$ cat config.mk
export PLATFORM = sky130hd
export DESIGN_NAME = fpga_uart_rx_sniffer
export DESIGN_NICKNAME = d
export VERILOG_FILES = /design/src/rtl/fpga_uart_sniffer_pkg.sv /design/src/rtl/fpga_uart_sniffer_fifo.sv /design/src/rtl/fpga_uart_rx_sniffer.sv
export SDC_FILE = /design/constraint.sdc
export NUM_CORES = 1
export LEC_CHECK = 0
export ABC_AREA = 1
export CORE_MARGIN = 4
export CORE_UTILIZATION = 50
export CTS_CLUSTER_SIZE = 20
export DETAILED_ROUTE_END_ITERATION = 10
export GPL_TIMING_DRIVEN = 0
export PLACE_DENSITY = 0.69
export SYNTH_ARGS = -nofsm -noshare
export SYNTH_HDL_FRONTEND = slang
export SYNTH_HIERARCHICAL = 1
export SYNTH_SLANG_ARGS = --single-unit
$ cat constraint.sdc
create_clock -name clk_i -period 3.8 [get_ports clk_i]
set_input_delay 0.76 -clock clk_i [delete_from_list [all_inputs] [get_ports clk_i]]
set_output_delay 0.76 -clock clk_i [all_outputs]
set_load 0.01 [all_outputs]
$ cat src/rtl/fpga_uart_sniffer_pkg.sv
// fpga_uart_sniffer_pkg: shared FSM state encoding and byte width for the UART RX sniffer
package fpga_uart_sniffer_pkg;
    localparam int DATA_W = 8;
    typedef enum logic [2:0] {IDLE, START, DATA, STOP, WAIT_IDLE} state_t;
endpackage

$ cat src/rtl/fpga_uart_sniffer_fifo.sv
// fpga_uart_sniffer_fifo: received-byte FIFO with registered storage
//   clk_i/rst_i : clock, synchronous active-high reset
//   push/din    : write request and byte; ignored when full unless a pop happens the same cycle
//   pop         : read request; ignored when empty
//   dout        : byte at the head (driven straight from the storage registers)
//   full/empty  : occupancy flags
//   count       : bytes buffered, 0..FIFO_DEPTH
module fpga_uart_sniffer_fifo
    import fpga_uart_sniffer_pkg::*;
#(
    parameter int FIFO_DEPTH = 16
) (
    input  logic                         clk_i,
    input  logic                         rst_i,
    input  logic                         push,
    input  logic [DATA_W-1:0]            din,
    input  logic                         pop,
    output logic [DATA_W-1:0]            dout,
    output logic                         full,
    output logic                         empty,
    output logic [$clog2(FIFO_DEPTH):0]  count
);
    localparam int AW = $clog2(FIFO_DEPTH);
    logic [DATA_W-1:0] mem [FIFO_DEPTH];
    logic [AW-1:0]     wr_ptr, rd_ptr;
    logic              do_push, do_pop;
    assign full    = count == (AW+1)'(FIFO_DEPTH);
    assign empty   = count == '0;
    assign do_pop  = pop && !empty;
    // when full, a same-cycle pop frees the slot the write lands in (wr_ptr == rd_ptr)
    assign do_push = push && (!full || do_pop);
    assign dout    = mem[rd_ptr];
    always_ff @(posedge clk_i) begin
        if (rst_i) begin
            wr_ptr <= '0;
            rd_ptr <= '0;
            count  <= '0;
            mem    <= '{default: '0};
        end else begin
            if (do_push) begin
                mem[wr_ptr] <= din;
                wr_ptr      <= wr_ptr + 1'b1;
            end
            if (do_pop)
                rd_ptr <= rd_ptr + 1'b1;
            count <= count + (AW+1)'(do_push) - (AW+1)'(do_pop);
        end
    end
endmodule

$ cat src/rtl/fpga_uart_rx_sniffer.sv
// fpga_uart_rx_sniffer: passive 8N1 UART receiver that buffers decoded bytes in a FIFO
//   clk_i/rst_i  : clock, synchronous active-high reset
//   rx_i         : asynchronous serial line, idle high
//   data_o       : byte at the FIFO head, valid_o qualifies it
//   ready_i      : consumer accept; a byte pops on valid_o && ready_i
//   frame_err_o  : one-cycle pulse after a stop bit sampled low
//   overrun_o    : sticky, a byte was dropped into a full FIFO
//   fifo_count_o : bytes buffered
module fpga_uart_rx_sniffer
    import fpga_uart_sniffer_pkg::*;
#(
    parameter int CLKS_PER_BIT = 130,
    parameter int FIFO_DEPTH   = 16
) (
    input  logic                         clk_i,
    input  logic                         rst_i,
    input  logic                         rx_i,
    output logic [DATA_W-1:0]            data_o,
    output logic                         valid_o,
    input  logic                         ready_i,
    output logic                         frame_err_o,
    output logic                         overrun_o,
    output logic [$clog2(FIFO_DEPTH):0]  fifo_count_o
);
    localparam int CW = $clog2(CLKS_PER_BIT);
    localparam logic [CW-1:0] LAST = CW'(CLKS_PER_BIT - 1);
    localparam logic [CW-1:0] MID  = CW'(CLKS_PER_BIT / 2);
    logic              rx_meta, rx_sync;
    state_t            state;
    logic [CW-1:0]     bit_cnt;
    logic [2:0]        bit_idx;
    logic [DATA_W-1:0] shreg;
    logic              stop_hit, push, full, empty;
    assign stop_hit = state == STOP && bit_cnt == LAST;
    assign push     = stop_hit && rx_sync;
    assign valid_o  = !empty;
    fpga_uart_sniffer_fifo #(.FIFO_DEPTH(FIFO_DEPTH)) u_fifo (
        .clk_i (clk_i),
        .rst_i (rst_i),
        .push  (push),
        .din   (shreg),
        .pop   (ready_i),
        .dout  (data_o),
        .full  (full),
        .empty (empty),
        .count (fifo_count_o)
    );
    always_ff @(posedge clk_i) begin
        if (rst_i) begin
            rx_meta     <= 1'b1;
            rx_sync     <= 1'b1;
            state       <= IDLE;
            bit_cnt     <= '0;
            bit_idx     <= '0;
            shreg       <= '0;
            frame_err_o <= 1'b0;
            overrun_o   <= 1'b0;
        end else begin
            rx_meta     <= rx_i;
            rx_sync     <= rx_meta;
            frame_err_o <= stop_hit && !rx_sync;
            // a pop in the same cycle makes room, so only a push with no pop is lost
            if (push && full && !ready_i)
                overrun_o <= 1'b1;
            case (state)
                IDLE: begin
                    bit_cnt <= '0;
                    if (!rx_sync)
                        state <= START;
                end
                START: begin
                    if (bit_cnt == MID) begin
                        bit_cnt <= '0;
                        bit_idx <= '0;
                        state   <= rx_sync ? IDLE : DATA;
                    end else begin
                        bit_cnt <= bit_cnt + 1'b1;
                    end
                end
                DATA: begin
                    if (bit_cnt == LAST) begin
                        bit_cnt <= '0;
                        shreg   <= {rx_sync, shreg[DATA_W-1:1]};
                        bit_idx <= bit_idx + 1'b1;
                        if (bit_idx == 3'd7)
                            state <= STOP;
                    end else begin
                        bit_cnt <= bit_cnt + 1'b1;
                    end
                end
                STOP: begin
                    if (bit_cnt == LAST) begin
                        bit_cnt <= '0;
                        state   <= rx_sync ? IDLE : WAIT_IDLE;
                    end else begin
                        bit_cnt <= bit_cnt + 1'b1;
                    end
                end
                WAIT_IDLE: begin
                    if (rx_sync)
                        state <= IDLE;
                end
                default: state <= IDLE;
            endcase
        end
    end
endmodule

## Word level (Yosys, flattened, before mapping)

Index checks and enable logic that the tools add are counted.

| word-level totals | value |
|---|---|
| bits in registers | 167 |
| output and inout bits | 16 |
| bits of input ports | 4 |
| logic and storage cells | 94 |

| cells by class | value |
|---|---|
| muxes and demuxes | 21 |
| bitwise operators | 2 |
| add/sub/neg operators | 6 |
| reduce and logical (&&, ||, !) cells | 21 |
| $lt $le $gt $ge | 3 |
| equality and inequality tests | 14 |

Operators by type and width:

| operator | count |
|---|---|
| bitwise mux 128 bit | 1 |
| two-way mux 8 bit | 5 |
| binary-select mux 8 bit (select 4 bit) | 1 |
| demux 8 bit (select 4 bit) | 1 |
| two-way mux 3 bit | 9 |
| case mux 8 bit (3 select lines) | 1 |
| case mux 3 bit (5 select lines) | 1 |
| greater-or-equal comparator 5 bit, second input constant | 2 |
| != test 2 bit, second input constant | 5 |
| NOT 4 -> 5 bit | 2 |
| adder 4 x 1 -> 4 bit, second input constant | 2 |
| adder 8 x 1 -> 8 bit, second input constant | 1 |
| equality test 8 x 7 -> 1 bit, second input constant | 1 |
| equality test 8 bit, second input constant | 1 |
| logical AND 1 bit | 8 |
| equality test 3 x 2 -> 1 bit, second input constant | 2 |
| equality test 3 bit, second input constant | 2 |
| case mux 3 bit (2 select lines) | 1 |
| AND reduction 6 bit | 1 |
| adder 5 x 1 -> 5 bit | 1 |
| equality test 5 bit, second input constant | 1 |
| zero test 5 bit | 1 |
| less-than comparator 5 x 1 -> 1 bit, second input constant | 1 |
| subtractor 5 x 1 -> 5 bit | 1 |
| 12 further kinds | 15 |

## Depth between registers and ports, before layout

Gate-level depths: netlist of run 1.

| logic depth | value |
|---|---|
| word-level depth | 7 |
| depth in mapped cells | 20 |
| mapped depth without buffers | 19 |

## Cells and area by module

The synthesis of run 1 kept the hierarchy.

By module, submodules not included:

| module | cells an instance | sequential area each (sq um) | area each (sq um) | instances |
|---|---|---|---|---|
| fpga_uart_sniffer_fifo | 1370 | 2822.7 | 8609.5 | 1 |
| fpga_uart_rx_sniffer | 180 | 520.5 | 1271.2 | 1 |

## Worst setup path after synthesis of run 1

Ideal clock, no wire load.

| path | value |
|---|---|
| kind | register -> register |
| start | reg bit_cnt[0] |
| end | reg u_fifo.count[4] |
| cell stages (with the launch flop) | 19 |
| data arrival time | 2.783 ns |
| data required time | 3.687 ns |
| clock period less this slack | 2.895 ns |
| setup slack | 0.905 ns |
| buffers on the path | 1 |
| setup time | 0.113 ns |
| cells stage by stage | dfxtp_1 ha_1 nand2_1 nor2_2 nand2_2 nor4_1 buf_2 nand2_1 ha_1 inv_1 ha_1 inv_1 fa_1 inv_1 nand2_1 nand2_1 a21oi_1 nor2_1 nor2_1 |

| on the way | value |
|---|---|
| longest elaborated chain between the ends | 6 |

Ends and longest elaborated chain:

| item | RTL line | text |
|---|---|---|
| start, declared | fpga_uart_rx_sniffer.sv:30 | `logic [CW-1:0] bit_cnt;` |
| start signal, assigned | fpga_uart_rx_sniffer.sv:77 | `bit_cnt <= bit_cnt + 1'b1;` |
| start signal, assigned | fpga_uart_rx_sniffer.sv:88 | `bit_cnt <= bit_cnt + 1'b1;` |
| start signal, assigned | fpga_uart_rx_sniffer.sv:96 | `bit_cnt <= bit_cnt + 1'b1;` |
| equality test 8 bit | fpga_uart_rx_sniffer.sv:34 | `assign stop_hit = state == STOP && bit_cnt == LAST;` |
| logical AND 1 bit | fpga_uart_rx_sniffer.sv:34 |  |
| logical AND 1 bit | fpga_uart_rx_sniffer.sv:35 | `assign push = stop_hit && rx_sync;` |
| named net push | fpga_uart_rx_sniffer.sv:33 | `logic stop_hit, push, full, empty;` |
| logical AND 1 bit | fpga_uart_sniffer_fifo.sv:31 | `assign do_push = push && (!full \|\| do_pop);` |
| adder 5 x 1 -> 5 bit | fpga_uart_sniffer_fifo.sv:46 | `count <= count + (AW+1)'(do_push) - (AW+1)'(do_pop);` |
| subtractor 5 x 1 -> 5 bit | fpga_uart_sniffer_fifo.sv:46 |  |
| end signal, assigned | fpga_uart_sniffer_fifo.sv:46 |  |
| end, declared | fpga_uart_sniffer_fifo.sv:21 | `output logic [$clog2(FIFO_DEPTH):0] count` |

The timed path passes the listed nets, and every way through them passes these cells.
A chain may end at the register's enable or synchronous reset.

## Final worst setup path of run 1

| path | value |
|---|---|
| start | reg u_fifo.rd_ptr[1] |
| end | out data_o[1] |

| on the way | value |
|---|---|
| longest elaborated chain between the ends | 4 |

Ends and longest elaborated chain:

| item | RTL line | text |
|---|---|---|
| start, declared | fpga_uart_sniffer_fifo.sv:25 | `logic [AW-1:0] wr_ptr, rd_ptr;` |
| start signal, assigned | fpga_uart_sniffer_fifo.sv:45 | `rd_ptr <= rd_ptr + 1'b1;` |
| NOT 4 -> 5 bit (not written as such) | fpga_uart_sniffer_fifo.sv:32 | `assign dout = mem[rd_ptr];` |
| binary-select mux 8 bit (select 4 bit) | fpga_uart_sniffer_fifo.sv:32 |  |
| two-way mux 8 bit (not written as such) (2 in series) | fpga_uart_sniffer_fifo.sv:32 |  |
| end, declared | fpga_uart_rx_sniffer.sv:18 | `output logic [DATA_W-1:0] data_o,` |

Every way passes these cells. The select of a mux whose other input is x is not followed.

==> results_dict.tcl, run 1 <==
set metrics [dict create \
    antenna_cells 0 \
    arrival_ns 2.84 \
    worst_pin_slew_ns 0.978 \
    clock-sinks 167 \
    place_area_mm2 0.0104 \
    die_h_um 149 \
    layout-drive-gt1-share_pct 8.74 \
    holdWs_ns 0.413 \
    skew_ns 0.00927 \
    period_needed_ns 3.60 \
    vdd_drop_max_mv 0.330 \
    synth_area_leaders "dfxtp_1, nand2_1, inv_1" \
    wl_per_cell_um 15.5 \
    place.port_buffers 19 \
    numCtsBuffers 17 \
    cellLeakagePower_nw 5.27 \
    grt_pass1_wl_um 46000 \
    overflow 0 \
    synthCells 1550 \
    viasPerCell 5.19 \
    path_buf_inv 3 \
    crit_top_cell "nand3_1" \
    antenna_found_initial 0 \
    synth_top_area_share_pct 33.8 \
    worstPathCellList "clkbuf_1, clkbuf_1, nand3_1, nand3_1, nand3_1, nand2_1, clkdlybuf4s50_1" \
    critical_path_class "register to output port" \
    final_common_cell "nand2_1" \
    final.setup.tns_ns 0 \
    tritoncts "built" \
    cp_max_fo 10 \
    vias 9691 \
    coreArea_mm2 0.0195 \
    min_path_type "register to register" \
    yosysWarnings 6 \
    synth_nets 1570 \
    clkLatencyLatePin_ns 0.44 \
    critPathSlowestCell "clkbuf_1" \
    hold_violations 0 \
    dr.pass1.iters 6 \
    start_kind "register" \
    ctsHtreeMaxLevel 4 \
    mostFrequentLayoutCells "nand2_1, inv_1, dfxtp_1" \
    die_area_mm2 0.0221 \
    crit_required_ns 3.04 \
    cts_max_path_buffers 2 \
    p_per_area_mw_per_mm2 469 \
    status "finished, final reports clean" \
    dp_hpwl_um 20400 \
    area_growth_pct 11.4 \
    yosysTopAreaCell "dfxtp_1" \
    start_util_pct 50.8 \
    avgSynthCellArea_um2 6.37 \
    pin_count 20 \
    grt_max_degree 17 \
    placementRows 51 \
    ys_seq_area_share_pct 33.8 \
    final_area_mm2 0.0110 \
    setup_viol 0 \
    dieWidth_um 149 \
    drv_cap 0 \
    timing.fmax_ghz 0.278 \
    clockRootBuffer "clkbuf_16" \
    place_congestion 0.979 \
    grt_usage_pct 26.7 \
    final_util_pct 56.6 \
    finalCritPeriodShare_pct 94.8 \
    drc 0 \
    worstSetupEndpointType "output port" \
    routed_wl_um 28900 \
    yosysUniqueCellTypes 34 \
    netlist_area_mm2 0.00988 \
    postSynthRegisterBits 167 \
    ant_nets 0 \
    cp_top_family "buffers and inverters" \
    slowest_delay_ns 0.57 \
    drt_iter0_drc 942 \
    p_total_mw 5.16 \
    grt_pass1_vias 8724 \
    slew_headroom_pct 34.8 \
    nets 1608 \
    cts.clk_slew.worst_paths_ns 0.07 \
    rsz0062_at_grt "no" \
    drv_slew 0 \
]
area by class of cell:
class	instances	area [um2]
fillers	1969	8450
multi-input cells	978	4940
flip-flops and latches	167	3340
inverters	320	1200
clock buffers	18	439
plain buffers	85	402
well taps	265	332
repair buffers	19	190
clock inverters	14	164
sequential cells by signal, summed over array words and instances (netlist names), 3 cells and up:
signal / flops
bit_idx: 3
u_fifo/wr_ptr: 4
state: 3
u_fifo/rd_ptr: 4
u_fifo/count: 5
shreg: 8
u_fifo/mem: 128
bit_cnt: 8
logic make-up (layout without fill, tap and decap cells):
logic type / after synthesis / count (layout) / share of synthesized area [%]
AOI/OAI and AO/OA: 48 / 48 / 2.77
xor gates and xnor gates: 5 / 5 / 0.443
adders and majority gates: 16 / 16 / 2.10
buffers and inverters: 405 / 456 / 16.2
DFF: 167 / 167 / 33.8
and+or+nand+nor: 909 / 909 / 44.6
where the power goes:
part	internal (mW)	switching [mW]
Combinational	0.497	1.00
Sequential	1.80	0.0562
Clock	1.00	0.801
cells in the mapped netlist, drive strengths merged:
| master | number |
|---|---|
| buf | 58 |
| dfxtp | 167 |
| nor3 | 4 |
| or2 | 2 |
| fa | 1 |
| a21oi | 22 |
| nor2 | 186 |
| xor2 | 5 |
| o21ai | 17 |
| ha | 15 |
| clkbuf | 27 |
| nand3 | 136 |
| clkinv | 1 |
| o211ai | 9 |
| nand2 | 447 |
| inv | 319 |
| nor4 | 1 |
| nand4 | 133 |
worst register-to-register path, delay by kind of cell (launching register included):
family	cells	cell delay (ns)
compound gates	1	0.07
fa+ha+maj	4	1.06
buf+inv	4	0.62
flops	1	0.40
simple gates	10	1.21
layer usage:
layer,track usage [%],vias up,wire length (um)
met5,0,-,0
met4,10.3,0,929
met3,5.12,61,2670
met2,40.5,409,12500
met1,37.7,4366,12800
li1,-,4855,-
stage by stage:
| step | cells | worst slack [ns] |
|---|---|---|
| after floorplan | 1550 | 0.905 |
| after global placement | 1834 | 0.312 |
| after detailed placement | 1834 | 0.243 |
| after CTS | 1866 | 0.239 |
| after global routing | 1866 | 0.150 |
| final | 1866 | 0.197 |
final timing paths:
path | from | end | slack, ns | cells after the start
max | u_fifo/rd_ptr[1] | data_o[1] | 0.20 | 7
min | rx_meta | rx_sync | 0.41 | 1
max reg2reg | bit_cnt[0] | u_fifo/count[4] | 0.39 | 19
min reg2reg | rx_meta | rx_sync | 0.41 | 1
timing repair:
action                                  in CTS  in global routing
setup buffers                                0                  0
hold buffers                                 0                  0
endpoints found under the setup margin       0                  1
gates resized for setup                      0                  1
Power figures use the tool's default switching activity.
==> run 2: changes to the inputs <==
- CORE_MARGIN: 4 -> not set
==> run 2 against run 1 <==
Effect of this change:
- largest cell class unchanged
- critical path type unchanged
- largest power group is now clock
- wire length about the same
- sequential power about the same
- cell count stayed put
==> results_dict.tcl, run 2 (synthesis results as in run 1) <==
set metrics [dict create \
    intPower_mw 3.49 \
    grt_pass1_vias 8478 \
    die_area_mm2 0.0203 \
    coreArea_mm2 0.0194 \
    antenna_found_initial 0 \
    tritoncts "built" \
    p_per_area_mw_per_mm2 481 \
    status "finished, final reports clean" \
    crit_required_ns 3.04 \
    die_h_um 143 \
    largest_register "u_fifo/mem" \
    ctsHtreeMaxLevel 4 \
    cp_max_fo 10 \
    grt_pass1_wl_um 44900 \
    mostFrequentLayoutCells "nand2_1, inv_1, dfxtp_1" \
    routed_wl_um 28900 \
    dp_cells 1834 \
    final_util_pct 57.1 \
    clockRootBuffer "clkbuf_16" \
    rrSetupSlack_ns 0.44 \
    nets 1608 \
    rsz0062_at_grt "no" \
    p_sw_share_pct 34.5 \
    final.setup.tns_ns 0 \
    cellLeakagePower_nw 5.31 \
    fin_cells 1866 \
    worst_pin_slew_ns 0.997 \
    arrival_ns 2.76 \
    vias 9660 \
    min_path_type "register to register" \
    cts.clk_slew.worst_paths_ns 0.07 \
    period_needed_ns 3.52 \
    cts_max_path_buffers 2 \
    dieWidth_um 143 \
    placementRows 51 \
    clkPwrFrac_pct 36.9 \
    holdWs_ns 0.414 \
    slew_headroom_pct 33.5 \
    place_area_mm2 0.0104 \
    clock-sinks 167 \
    regArea_mm2 0.00334 \
    switching_power_mw 1.84 \
    ant_nets 0 \
    layout-drive-gt1-share_pct 8.74 \
    critical_path_class "register to output port" \
    hold_violations 0 \
    dr.pass1.iters 5 \
    antenna_cells 0 \
    wl_per_cell_um 15.5 \
    finalCritPeriodShare_pct 92.6 \
    overflow 0 \
    numCtsBuffers 17 \
    worstSetupEndpointType "output port" \
    place_congestion 0.936 \
    drt_iter0_drc 934 \
    skew_ns 0.0125 \
    pin_count 20 \
    comb_power_share_pct 28.4 \
    top_regs "u_fifo/mem (128), bit_cnt (8), shreg (8)" \
    grt_max_degree 17 \
    multi_input_area_mm2 0.00494 \
    viasPerCell 5.18 \
    final_common_cell "nand2_1" \
    grt_usage_pct 29.4 \
    postCtsHoldBufs 0 \
    setup_viol 0 \
    timing.fmax_ghz 0.284 \
    drv_slew 0 \
    dp_hpwl_um 20300 \
    start_util_pct 50.9 \
    largest_reg_flops 128 \
    drc 0 \
    final_area_mm2 0.0111 \
    clkLatencyLatePin_ns 0.43 \
    drv_cap 0 \
    place.port_buffers 19 \
    area_growth_pct 12.0 \
    fillCellCount 1949 \
    power_frac_seq_pct 34.8 \
    vdd_drop_max_mv 0.386 \
    start_kind "register" \
]
## run 2: cell count changes in the layout (fill, tap and decap cells not counted), sizes merged
cell and change:
clkinv +3, clkinvlp -3, inv -3, bufinv +3
## run 2: final timing paths
| kind | endpoint | from | cells past startpoint |
|---|---|---|---|
| worst max-delay path | data_o[2] | u_fifo/rd_ptr[1] | 7 |
| worst min-delay path | rx_sync | rx_meta | 1 |
| worst max register to register | u_fifo/count[4] | bit_cnt[0] | 19 |
| worst min register to register | rx_sync | rx_meta | 1 |
## run 2: power groups by stage
stage / Combinational, mW / Clock, mW / Sequential, mW
after floorplan: 0.948 / 0 / 1.89
after detailed placement: 1.47 / 0 / 1.89
final: 1.51 / 1.96 / 1.85
after global placement: 1.45 / 0 / 1.89
after global routing: 1.65 / 2.06 / 1.86
after CTS: 1.48 / 1.99 / 1.85
## run 2: layout make-up
cell class	count	share of cell area, %
buffer	85	3.63
clock buffer	18	3.97
clock inverter	14	2.00
inverter	320	10.9
multi-input combinational	978	44.6
sequential	167	30.2
tap	265	3.00
timing repair buffer	19	1.72
## run 2: timing repair
action	4_1_cts	5_1_grt
gates resized for setup	0	1
setup buffers	0	0
setup endpoints to repair	0	1
## run 2: routing by layer
layer / vias to the layer above / share of wire, % / track usage (%)
li1: 4864 / - / -
met3: 65 / 8.3 / 5.55
met1: 4354 / 45 / 39.7
met5: - / 0 / 0
met2: 377 / 44 / 46.3
met4: 0 / 2.8 / 10.8
## run 2: per-stage QoR
step	worst slack, ns	total power [mW]
3_5_place_dp	0.239	3.36
2_1_floorplan	0.905	2.84
3_3_place_gp	0.293	3.34
5_1_grt	0.128	5.57
6_report	0.280	5.33
4_1_cts	0.280	5.32
## run 2: critical path, cell delays in order, from the launching register on
cell and delay (ns):
dfxtp_1 0.33, clkbuf_1 0.28, clkbuf_1 0.52, nand3_1 0.19, nand3_1 0.19, nand3_1 0.11, nand2_1 0.13, clkdlybuf4s50_1 0.57
